$ cat src/rtl/bus_arbiter_pkg.sv
// bus_arbiter_pkg
//   Shared definitions for the common-bus arbiter: FSM state encoding,
//   source count, index width and a one-hot helper.
package bus_arbiter_pkg;

  localparam int unsigned NUM_SRC = 8;
  localparam int unsigned IDX_W   = 3;

  typedef enum logic [1:0] {
    IDLE = 2'd0,
    OWN  = 2'd1,
    TURN = 2'd2
  } state_t;

  function automatic logic [NUM_SRC-1:0] idx_to_onehot(input logic [IDX_W-1:0] idx);
    logic [NUM_SRC-1:0] v;
    v      = '0;
    v[idx] = 1'b1;
    return v;
  endfunction

endpackage

$ cat src/rtl/bus_arbiter_rr_picker.sv
// rr_picker
//   Combinational rotating-priority picker. Scans req upward starting at
//   (last+1) mod NUM_SRC, wrapping, and returns the first set bit.
//   Ports:
//     req   - per-source request vector
//     last  - index of the previous owner
//     found - high when any request bit is set
//     idx   - index of the selected source (0 when found is low)
module rr_picker
  import bus_arbiter_pkg::*;
(
  input  logic [NUM_SRC-1:0] req,
  input  logic [IDX_W-1:0]   last,
  output logic               found,
  output logic [IDX_W-1:0]   idx
);

  logic [IDX_W-1:0] w_cand;

  always_comb begin
    found  = 1'b0;
    idx    = '0;
    w_cand = '0;
    for (int unsigned k = 0; k < NUM_SRC; k++) begin
      // 3-bit addition wraps naturally over the 8 sources
      w_cand = last + IDX_W'(k + 1);
      if (!found && req[w_cand]) begin
        found = 1'b1;
        idx   = w_cand;
      end
    end
  end

endmodule

$ cat src/rtl/bus_arbiter.sv
// bus_arbiter
//   Round-robin arbiter for an 8-source common bus. An owner keeps the bus
//   while it requests, up to MAX_HOLD cycles (0 = unlimited); each tenure
//   ends with one turnaround cycle with no grant before the next decision.
//   Parameters:
//     MAX_HOLD - maximum cycles per tenure, 0 disables the limit
//   Ports:
//     clk    - clock, rising edge
//     rst_n  - synchronous active-low reset
//     enable - allows new grants to be issued from IDLE
//     req    - per-source request vector
//     grant  - one-hot current owner, or zero
//     sel    - binary index of the owner, 0 when no grant
//     busy   - high whenever grant is non-zero
module bus_arbiter
  import bus_arbiter_pkg::*;
#(
  parameter int unsigned MAX_HOLD = 15
) (
  input  logic               clk,
  input  logic               rst_n,
  input  logic               enable,
  input  logic [NUM_SRC-1:0] req,
  output logic [NUM_SRC-1:0] grant,
  output logic [IDX_W-1:0]   sel,
  output logic               busy
);

  state_t             r_state;
  logic [NUM_SRC-1:0] r_grant;
  logic [IDX_W-1:0]   r_sel;
  logic               r_busy;
  logic [3:0]         r_hold;
  logic [IDX_W-1:0]   r_last;

  logic               w_found;
  logic [IDX_W-1:0]   w_idx;
  logic               w_hold_done;
  logic               w_owner_req;

  rr_picker u_picker (
    .req   (req),
    .last  (r_last),
    .found (w_found),
    .idx   (w_idx)
  );

  assign w_hold_done = (MAX_HOLD != 0) && ({28'd0, r_hold} == MAX_HOLD);
  // r_last always holds the current owner's index while in OWN
  assign w_owner_req = req[r_last];

  always_ff @(posedge clk) begin
    if (!rst_n) begin
      r_state <= IDLE;
      r_grant <= '0;
      r_sel   <= '0;
      r_busy  <= 1'b0;
      r_hold  <= '0;
      r_last  <= IDX_W'(NUM_SRC - 1);
    end else begin
      case (r_state)
        IDLE: begin
          if (enable && w_found) begin
            r_state <= OWN;
            r_grant <= idx_to_onehot(w_idx);
            r_sel   <= w_idx;
            r_busy  <= 1'b1;
            r_hold  <= 4'd1;
            r_last  <= w_idx;
          end
        end
        OWN: begin
          if (!w_owner_req || w_hold_done) begin
            r_state <= TURN;
            r_grant <= '0;
            r_sel   <= '0;
            r_busy  <= 1'b0;
          end else if (r_hold != 4'hF) begin
            r_hold <= r_hold + 4'd1;
          end
        end
        TURN: begin
          r_state <= IDLE;
        end
        default: begin
          r_state <= IDLE;
          r_grant <= '0;
          r_sel   <= '0;
          r_busy  <= 1'b0;
        end
      endcase
    end
  end

  assign grant = r_grant;
  assign sel   = r_sel;
  assign busy  = r_busy;

endmodule

$ cat config.mk
export PLATFORM = sky130hd
export DESIGN_NAME = bus_arbiter
export DESIGN_NICKNAME = d
export VERILOG_FILES = /design/src/rtl/bus_arbiter_pkg.sv /design/src/rtl/bus_arbiter_rr_picker.sv /design/src/rtl/bus_arbiter.sv
export SDC_FILE = /design/constraint.sdc
export NUM_CORES = 1
export LEC_CHECK = 0
export ABC_AREA = 1
export ABC_CLOCK_PERIOD_IN_PS = 5400
export CORE_MARGIN = 1
export CORE_UTILIZATION = 61
export CTS_BUF_LIST = sky130_fd_sc_hd__clkbuf_8
export CTS_CLUSTER_DIAMETER = 80
export DETAILED_ROUTE_END_ITERATION = 8
export PLACE_DENSITY = 0.87
export SYNTH_ARGS = -nofsm -noshare
export SYNTH_HDL_FRONTEND = slang
export SYNTH_SLANG_ARGS = --single-unit
$ cat constraint.sdc
create_clock -name clk -period 5.4 [get_ports clk]
set_input_delay 1.08 -clock clk [delete_from_list [all_inputs] [get_ports clk]]
set_output_delay 1.08 -clock clk [all_outputs]
set_load 0.01 [all_outputs]
==> results of run 1 <==
through the flow:
step | power, mW | std cells | area, µm²
6_report | 1.28 | 309 | 1910
5_1_grt | 1.40 | 309 | 1910
4_1_cts | 1.27 | 309 | 1910
3_5_place_dp | 1.16 | 305 | 1870
3_3_place_gp | 1.15 | 305 | 1870
2_1_floorplan | 0.963 | 259 | 1660
worst max-delay path by stage:
stage / start / to / slack, ns / cells past startpoint
floorplan: req[2] / grant[3] / 2.91 / 14
global placement: req[2] / grant[4] / 2.24 / 15
detailed placement: req[2] / grant[4] / 2.23 / 14
CTS: r_last[1] / grant[4] / 2.33 / 14
global route: r_last[1] / grant[6] / 2.07 / 16
finish: r_last[1] / grant[4] / 2.32 / 14
per-layer routing:
metal / up-vias / track usage / routed length (µm)
met4: 0 / 0.0256 / 17
met2: 46 / 0.415 / 1590
li1: 872 / - / -
met5: - / 0 / 0
met3: 5 / 0.0593 / 262
met1: 713 / 0.425 / 1750
logic make-up after synthesis:
group,after synthesis
compound gates,25
simple gates,166
xor+xnor,3
buf+inv,41
fa+ha+maj,3
flops,21
registers in the layout, summed over array words and instances (netlist names):
signal / cells
r_hold: 4
grant: 8
r_last: 3
sel: 3
r_state: 2
busy: 1
layout by cell type (no fill, tap or decap), types with 2 or more instances in the layout:
cell type | Yosys | layout
ha_1 | 3 | 3
nor3_1 | 4 | 4
clkdlybuf4s50_1 | 0 | 22
nand3_2 | 8 | 8
nand3_1 | 29 | 29
nand2_4 | 3 | 3
o21ai_0 | 4 | 4
inv_2 | 4 | 4
nand4_1 | 2 | 2
dfxtp_1 | 21 | 21
nor2_4 | 2 | 2
nand2_1 | 66 | 66
clkbuf_8 | 0 | 3
o211ai_1 | 4 | 4
a21oi_2 | 2 | 2
inv_1 | 29 | 29
a21oi_1 | 11 | 11
nor2_1 | 37 | 37
nand2_2 | 9 | 9
worst min-delay path, delay by kind of cell (launching register included):
| kind | cells | cell delay, ns |
|---|---|---|
| and+or+nand+nor | 1 | 0.06 |
| AOI/OAI and AO/OA | 1 | 0.05 |
| DFF | 1 | 0.31 |
cell type report:
class	count	area, µm²
clock inverters	1	5.00
flip-flops and latches	21	420
well taps	30	37.5
inverters	35	139
repair buffers	22	220
fillers	202	608
clock buffers	3	41.3
multi-input cells	197	1050
power groups by stage:
stage | combinational, mW | sequential (mW) | clock [mW]
6_report | 0.923 | 0.253 | 0.102
5_1_grt | 1.03 | 0.260 | 0.110
4_1_cts | 0.915 | 0.252 | 0.102
3_5_place_dp | 0.906 | 0.256 | 0
3_3_place_gp | 0.899 | 0.254 | 0
2_1_floorplan | 0.720 | 0.243 | 0
==> key figures, run 1 <==
Status
  • Status: finished clean

Synthesis
  • Post-Synth Adder-Cell Area: 0.0226
  • Yosys reg bits: 21
  • Fraction of registers with async set/reset: 0
  • Synth Area in Simple Gates: 0.501
  • Count leader, synth: nand2_1
  • Mapped Area: approximately 1700 µm²
  • Synth area leader: dfxtp_1
  • Post-synthesis mux area share: 0
  • Largest family of logic cells by synthesized area: simple AND/OR/NAND/NOR gates
  • Post-synth top flop: dfxtp_1
  • Mapped Nets: between 200 and 300
  • Post-synth EDFFs: 0
  • Yosys warns: 0
  • Post-Synthesis Cells: 259
  • Post-synth top area share: 0.253
  • Top cells by area, synth: dfxtp_1 (25%), nand2_1 (15%), nand3_1 (8.7%)
  • Syn avg cell area: between 6 and 7 µm²
  • Post-synthesis sequential area ratio: 0.253
  • Commonest cells in the netlist: nand2_1 (66), nor2_1 (37), inv_1 (29), nand3_1 (29), dfxtp_1 (21)
  • Post-Synth XOR/XNOR Area: 0.0204
  • Unique cell type count in the Yosys netlist: 35
  • Compound-Gate Fraction of Synth Area: 0.0897

Clock network
  • Hold buffers post-CTS: 0
  • CTS tree: built
  • Worst skew pair latency: between 0.2 and 0.3 ns
  • TritonCTS buffer count: 3
  • CTS root buffer: clkbuf_8
  • CTS clk-pin slew, worst paths: about 0.07 ns
  • Bufs on Longest Clock Path: 2
  • Post-CTS Setup Inserts: 0
  • Number of H-tree levels: 1
  • Post-cts resize count: 0
  • Clk sinks: 21

Setup path
  • FF-to-FF path depth: 14
  • Crit-path cells: inv_1 -> ha_1 -> nand3_1 -> nand3_2 -> nand2_2 -> nor2_4 -> nand3_1 -> nand2_1 -> inv_1 -> nor2_1 -> nand3_2 -> a21oi_1 -> nand2_1 -> a21oi_1
  • Slowest stage delay, CP: between 0.6 and 0.7 ns
  • Reg-to-reg endpoint: grant[4]
  • CP Capture Type: flop
  • Worst R2R Setup Slack: 2.32 ns
  • FF-to-FF Start: r_last[1]
  • Worst endpoint required time: 5.59 ns
  • CP top delay family: simple AND/OR/NAND/NOR gates
  • CP max-delay cell: dfxtp_1
  • Startpoint Class: flop
  • Crit Path Max Fanout: 11
  • Buf/Inv on CP: 2
  • WS Path Type: flop to flop
  • Critical Path AT: ~3.3 ns

Timing
  • TNS Setup: 0 ns
  • Fin. max-slew vios: 0
  • WHS: between 0.4 and 0.5 ns
  • Worst setup margin: 2.32 ns
  • Crit path time final: around 3.1 ns
  • Final setup fails: 0
  • Rel. slew slack: 0.688
  • Fmax: between 300 and 400 MHz
  • Skew final: 0.00236 ns
  • Worst slew pin tran: approximately 0.47 ns
  • Final Cycle Share: 0.570
  • Hold Fails Final Rpt: 0
  • RSZ-0062 raised after global routing: false

Floorplanning
  • Die width: ~54 µm
  • IO Pins: 23
  • Core Area: roughly 2500 µm²
  • Die ar.: just under 3000 µm²
  • Initial Util: 0.658
  • Die Height: around 54 µm
  • # rows: 18

Worst hold path
  • WHS Endpoint: grant[0]
  • WHS Path Cells: 2
  • Hold path startpoint: grant[0]
  • Hold Crit Class: flop to flop

Placed design
  • PortBufs: 22
  • Final Wtd Congestion: ~0.94
  • Post-placement setup slack: 2.23 ns
  • HPWL after DPL: ~2.9 mm

Global route
  • Initial antenna violation count: 0
  • GR Overflow Total: 0
  • First-pass GRT wire length: between 6 and 7 mm
  • Vias in the first global route: roughly 1.4k
  • Global Route Usage Sum: 0.280
  • Largest net degree at the start of global routing: 15

Power and ir drop
  • Pwr Density: between 600 and 700 nW/µm²
  • Clock power frac: 0.080
  • Worst VDD drop: between 0.4 and 0.5 mV
  • Combinational fraction of design power: 0.722
  • Sw Share: 0.552
  • Psw: 0.706 mW
  • Pint: around 0.57 mW
  • Sequential Power Share: 0.198
  • Leak pwr: 0.881 nW

Routing
  • Pre-antenna DRT Iters: 4
  • Via/cell ratio: 5.29
  • Total number of vias: roughly 1.6k
  • DRT Wirelength: 3.62 mm
  • Per-cell routed wire length: between 10 and 15 µm
  • DR iter-0 viols: between 60 and 70
  • DRT antenna net count: 0
  • DRC: 0

Cells and area
  • Area grow syn2layout: 15.4%
  • Final design utilization: 0.759
  • Nets: approximately 290
  • Antenna Diode Count: 0
  • Layout cells sized above 1: 0.143

Flow run
  • Max-cap violations: 0
Power figures use the tool's default switching activity.
==> run 2: changes to the inputs <==
--- a/config.mk
+++ b/config.mk
@@ -6,13 +6,13 @@
 export NUM_CORES = 1
 export LEC_CHECK = 0
 export ABC_AREA = 1
-export ABC_CLOCK_PERIOD_IN_PS = 5400
+export ABC_CLOCK_PERIOD_IN_PS = 2700
 export CORE_MARGIN = 1
-export CORE_UTILIZATION = 61
+export CORE_UTILIZATION = 51
 export CTS_BUF_LIST = sky130_fd_sc_hd__clkbuf_8
 export CTS_CLUSTER_DIAMETER = 80
 export DETAILED_ROUTE_END_ITERATION = 8
-export PLACE_DENSITY = 0.87
+export PLACE_DENSITY = 0.77
 export SYNTH_ARGS = -nofsm -noshare
 export SYNTH_HDL_FRONTEND = slang
 export SYNTH_SLANG_ARGS = --single-unit
==> constraint.sdc (replaced) <==
create_clock -name clk -period 2.7 [get_ports clk]
set_input_delay 0.54 -clock clk [delete_from_list [all_inputs] [get_ports clk]]
set_output_delay 0.54 -clock clk [all_outputs]
set_load 0.01 [all_outputs]
==> key figures, run 2 (synthesis gave the netlist of run 1 again) <==
Status
  • Status: finished clean

Placed design
  • HPWL after DPL: roughly 3.0 mm
  • PortBufs: 22
  • Post-Place Cell Area: about 1900 µm²
  • Final Wtd Congestion: 1.02
  • Post-placement setup slack: 0.0858 ns

Timing
  • Worst setup margin: 0.310 ns
  • TNS Setup: 0 ns
  • Fmax: approximately 420 MHz
  • Hold Fails Final Rpt: 0
  • Fin. max-slew vios: 0
  • Final Cycle Share: 0.885
  • Crit path time final: about 2.4 ns
  • RSZ-0062 raised after global routing: false
  • Final setup fails: 0
  • Rel. slew slack: 0.707
  • Skew final: between 0.004 and 0.005 ns
  • Worst slew pin tran: between 0.4 and 0.5 ns

Floorplanning
  • Die ar.: approximately 3500 µm²
  • Core Area: approximately 3100 µm²
  • IO Pins: 23
  • Die Height: a little under 60 µm
  • Die width: roughly 59 µm
  • # rows: 20
  • Initial Util: 0.539

Global route
  • Initial antenna violation count: 0
  • Largest net degree at the start of global routing: 15
  • Vias in the first global route: approximately 1.4k
  • Global Route Usage Sum: 0.232
  • GR Overflow Total: 0
  • First-pass GRT wire length: around 6 mm

Cells and area
  • Most common cell after layout, fill and taps aside: nand2_1
  • Antenna Diode Count: 0
  • Max FFs per register: 8
  • Commonest non-fill, non-tap cells in the layout: nand2_1 (66), nor2_1 (37), inv_1 (29), nand3_1 (29), clkdlybuf4s50_1 (22)
  • Post-route cell area: 1960 µm²
  • Nets: just under 300
  • Area grow syn2layout: 18.4%
  • Layout cells sized above 1: 0.159

Power and ir drop
  • Pint: 1.18 mW
  • Psw: ~1.4 mW
  • Sw Share: 0.544
  • Pwr Density: 1320 nW/µm²
  • Worst VDD drop: a little over 0.6 mV
  • Clock power frac: 0.079
  • Sequential Power Share: 0.180
  • Leak pwr: roughly 0.9 nW
  • Combinational fraction of design power: 0.741

Routing
  • DRT antenna net count: 0
  • DRC: 0
  • Total number of vias: 1,623
  • DRT Wirelength: 3.69 mm
  • DR iter-0 viols: 75
  • Via/cell ratio: roughly 5.0
  • Per-cell routed wire length: 11.3 µm
  • Pre-antenna DRT Iters: 4

Setup path
  • Crit Path Max Fanout: 8
  • Critical Path AT: 2.53 ns
  • Worst R2R Setup Slack: 0.31 ns
  • Reg-to-reg endpoint: grant[3]
  • FF-to-FF path depth: 15
  • WS Path Type: flop to flop
  • FF-to-FF Start: r_last[1]
  • CP Capture Type: flop
  • Worst endpoint required time: 2.84 ns
  • Startpoint Class: flop

Clock network
  • CTS tree: built
  • Post-CTS Setup Inserts: 0
  • CTS root buffer: clkbuf_8
  • Clk sinks: 21
  • TritonCTS buffer count: 3
  • Number of H-tree levels: 1
  • CTS clk-pin slew, worst paths: about 0.080 ns
  • Bufs on Longest Clock Path: 2
  • Worst skew pair latency: roughly 0.26 ns

Worst hold path
  • Hold path startpoint: grant[4]
  • WHS Path Cells: 2
  • WHS Endpoint: grant[4]
  • Hold Crit Class: flop to flop

Flow run
  • Max-cap violations: 0
==> run 2: power groups by stage <==
stage	Clock [mW]	Sequential (mW)	Combinational [mW]
final	0.204	0.466	1.92
after CTS	0.207	0.467	1.89
after global placement	0	0.472	1.87
after detailed placement	0	0.474	1.88
after floorplan	0	0.486	1.44
after global routing	0.215	0.481	2.15
==> run 2: worst max-delay path by stage <==
stage / startpoint / endpoint / slack (ns) / depth (start not counted)
after floorplan: r_last[0] / grant[3] / 0.23 / 19
after global placement: req[2] / grant[3] / 0.14 / 15
after detailed placement: req[2] / grant[3] / 0.09 / 15
after CTS: r_last[0] / grant[3] / 0.22 / 16
after global routing: r_last[2] / grant[3] / 0.05 / 15
final: r_last[1] / grant[3] / 0.31 / 15
==> run 2: stage by stage <==
stage	util	power, mW	hold slack (ns)	std cells
2_1_floorplan	-	1.93	0.467	259
5_1_grt	0.638	2.85	0.480	327
3_5_place_dp	0.622	2.35	0.457	323
6_report	0.638	2.59	0.466	327
3_3_place_gp	0.622	2.35	0.453	323
4_1_cts	0.637	2.56	0.468	327
==> run 2: layout make-up <==
class | count | area [µm²]
fillers | 308 | 1110
multi-input cells | 197 | 1050
flip-flops and latches | 21 | 420
repair buffers | 26 | 250
inverters | 35 | 139
well taps | 44 | 55.1
clock buffers | 3 | 41.3
clock inverters | 1 | 5.00
==> run 2: critical path, stage by stage (launching register included) <==
cell and delay [ns]:
dfxtp_1 0.33, inv_1 0.05, ha_2 0.44, nand3_1 0.15, nand3_2 0.13, nand2_2 0.10
nor2_4 0.16, nand4_4 0.12, nor2_4 0.18, nand3_2 0.11, nand2_4 0.15, inv_4 0.07
nand3_4 0.10, nor2_1 0.05, nor2_1 0.08, nor2_1 0.04
==> run 2: metal layers <==
metal  wire [µm]  GRT usage  vias to the layer above
li1            -          -                      876
met1        1880      0.356                      705
met2        1540      0.334                       40
met3         256     0.0546                        2
met4          12     0.0306                        0
met5           0          0                        -
==> run 2: timing repair <==
action | in CTS | in global routing
gates resized for setup | 0 | 1
setup endpoints to repair | 0 | 3
hold buffers | 0 | 0
==> run 3: changes to the inputs <==
--- a/config.mk
+++ b/config.mk
@@ -7,7 +7,6 @@
 export LEC_CHECK = 0
 export ABC_AREA = 1
 export ABC_CLOCK_PERIOD_IN_PS = 2700
-export CORE_MARGIN = 1
 export CORE_UTILIZATION = 51
 export CTS_BUF_LIST = sky130_fd_sc_hd__clkbuf_8
 export CTS_CLUSTER_DIAMETER = 80
==> results of run 3 <==
Same layout as run 2: the final DEF is identical, and so are final timing and power.
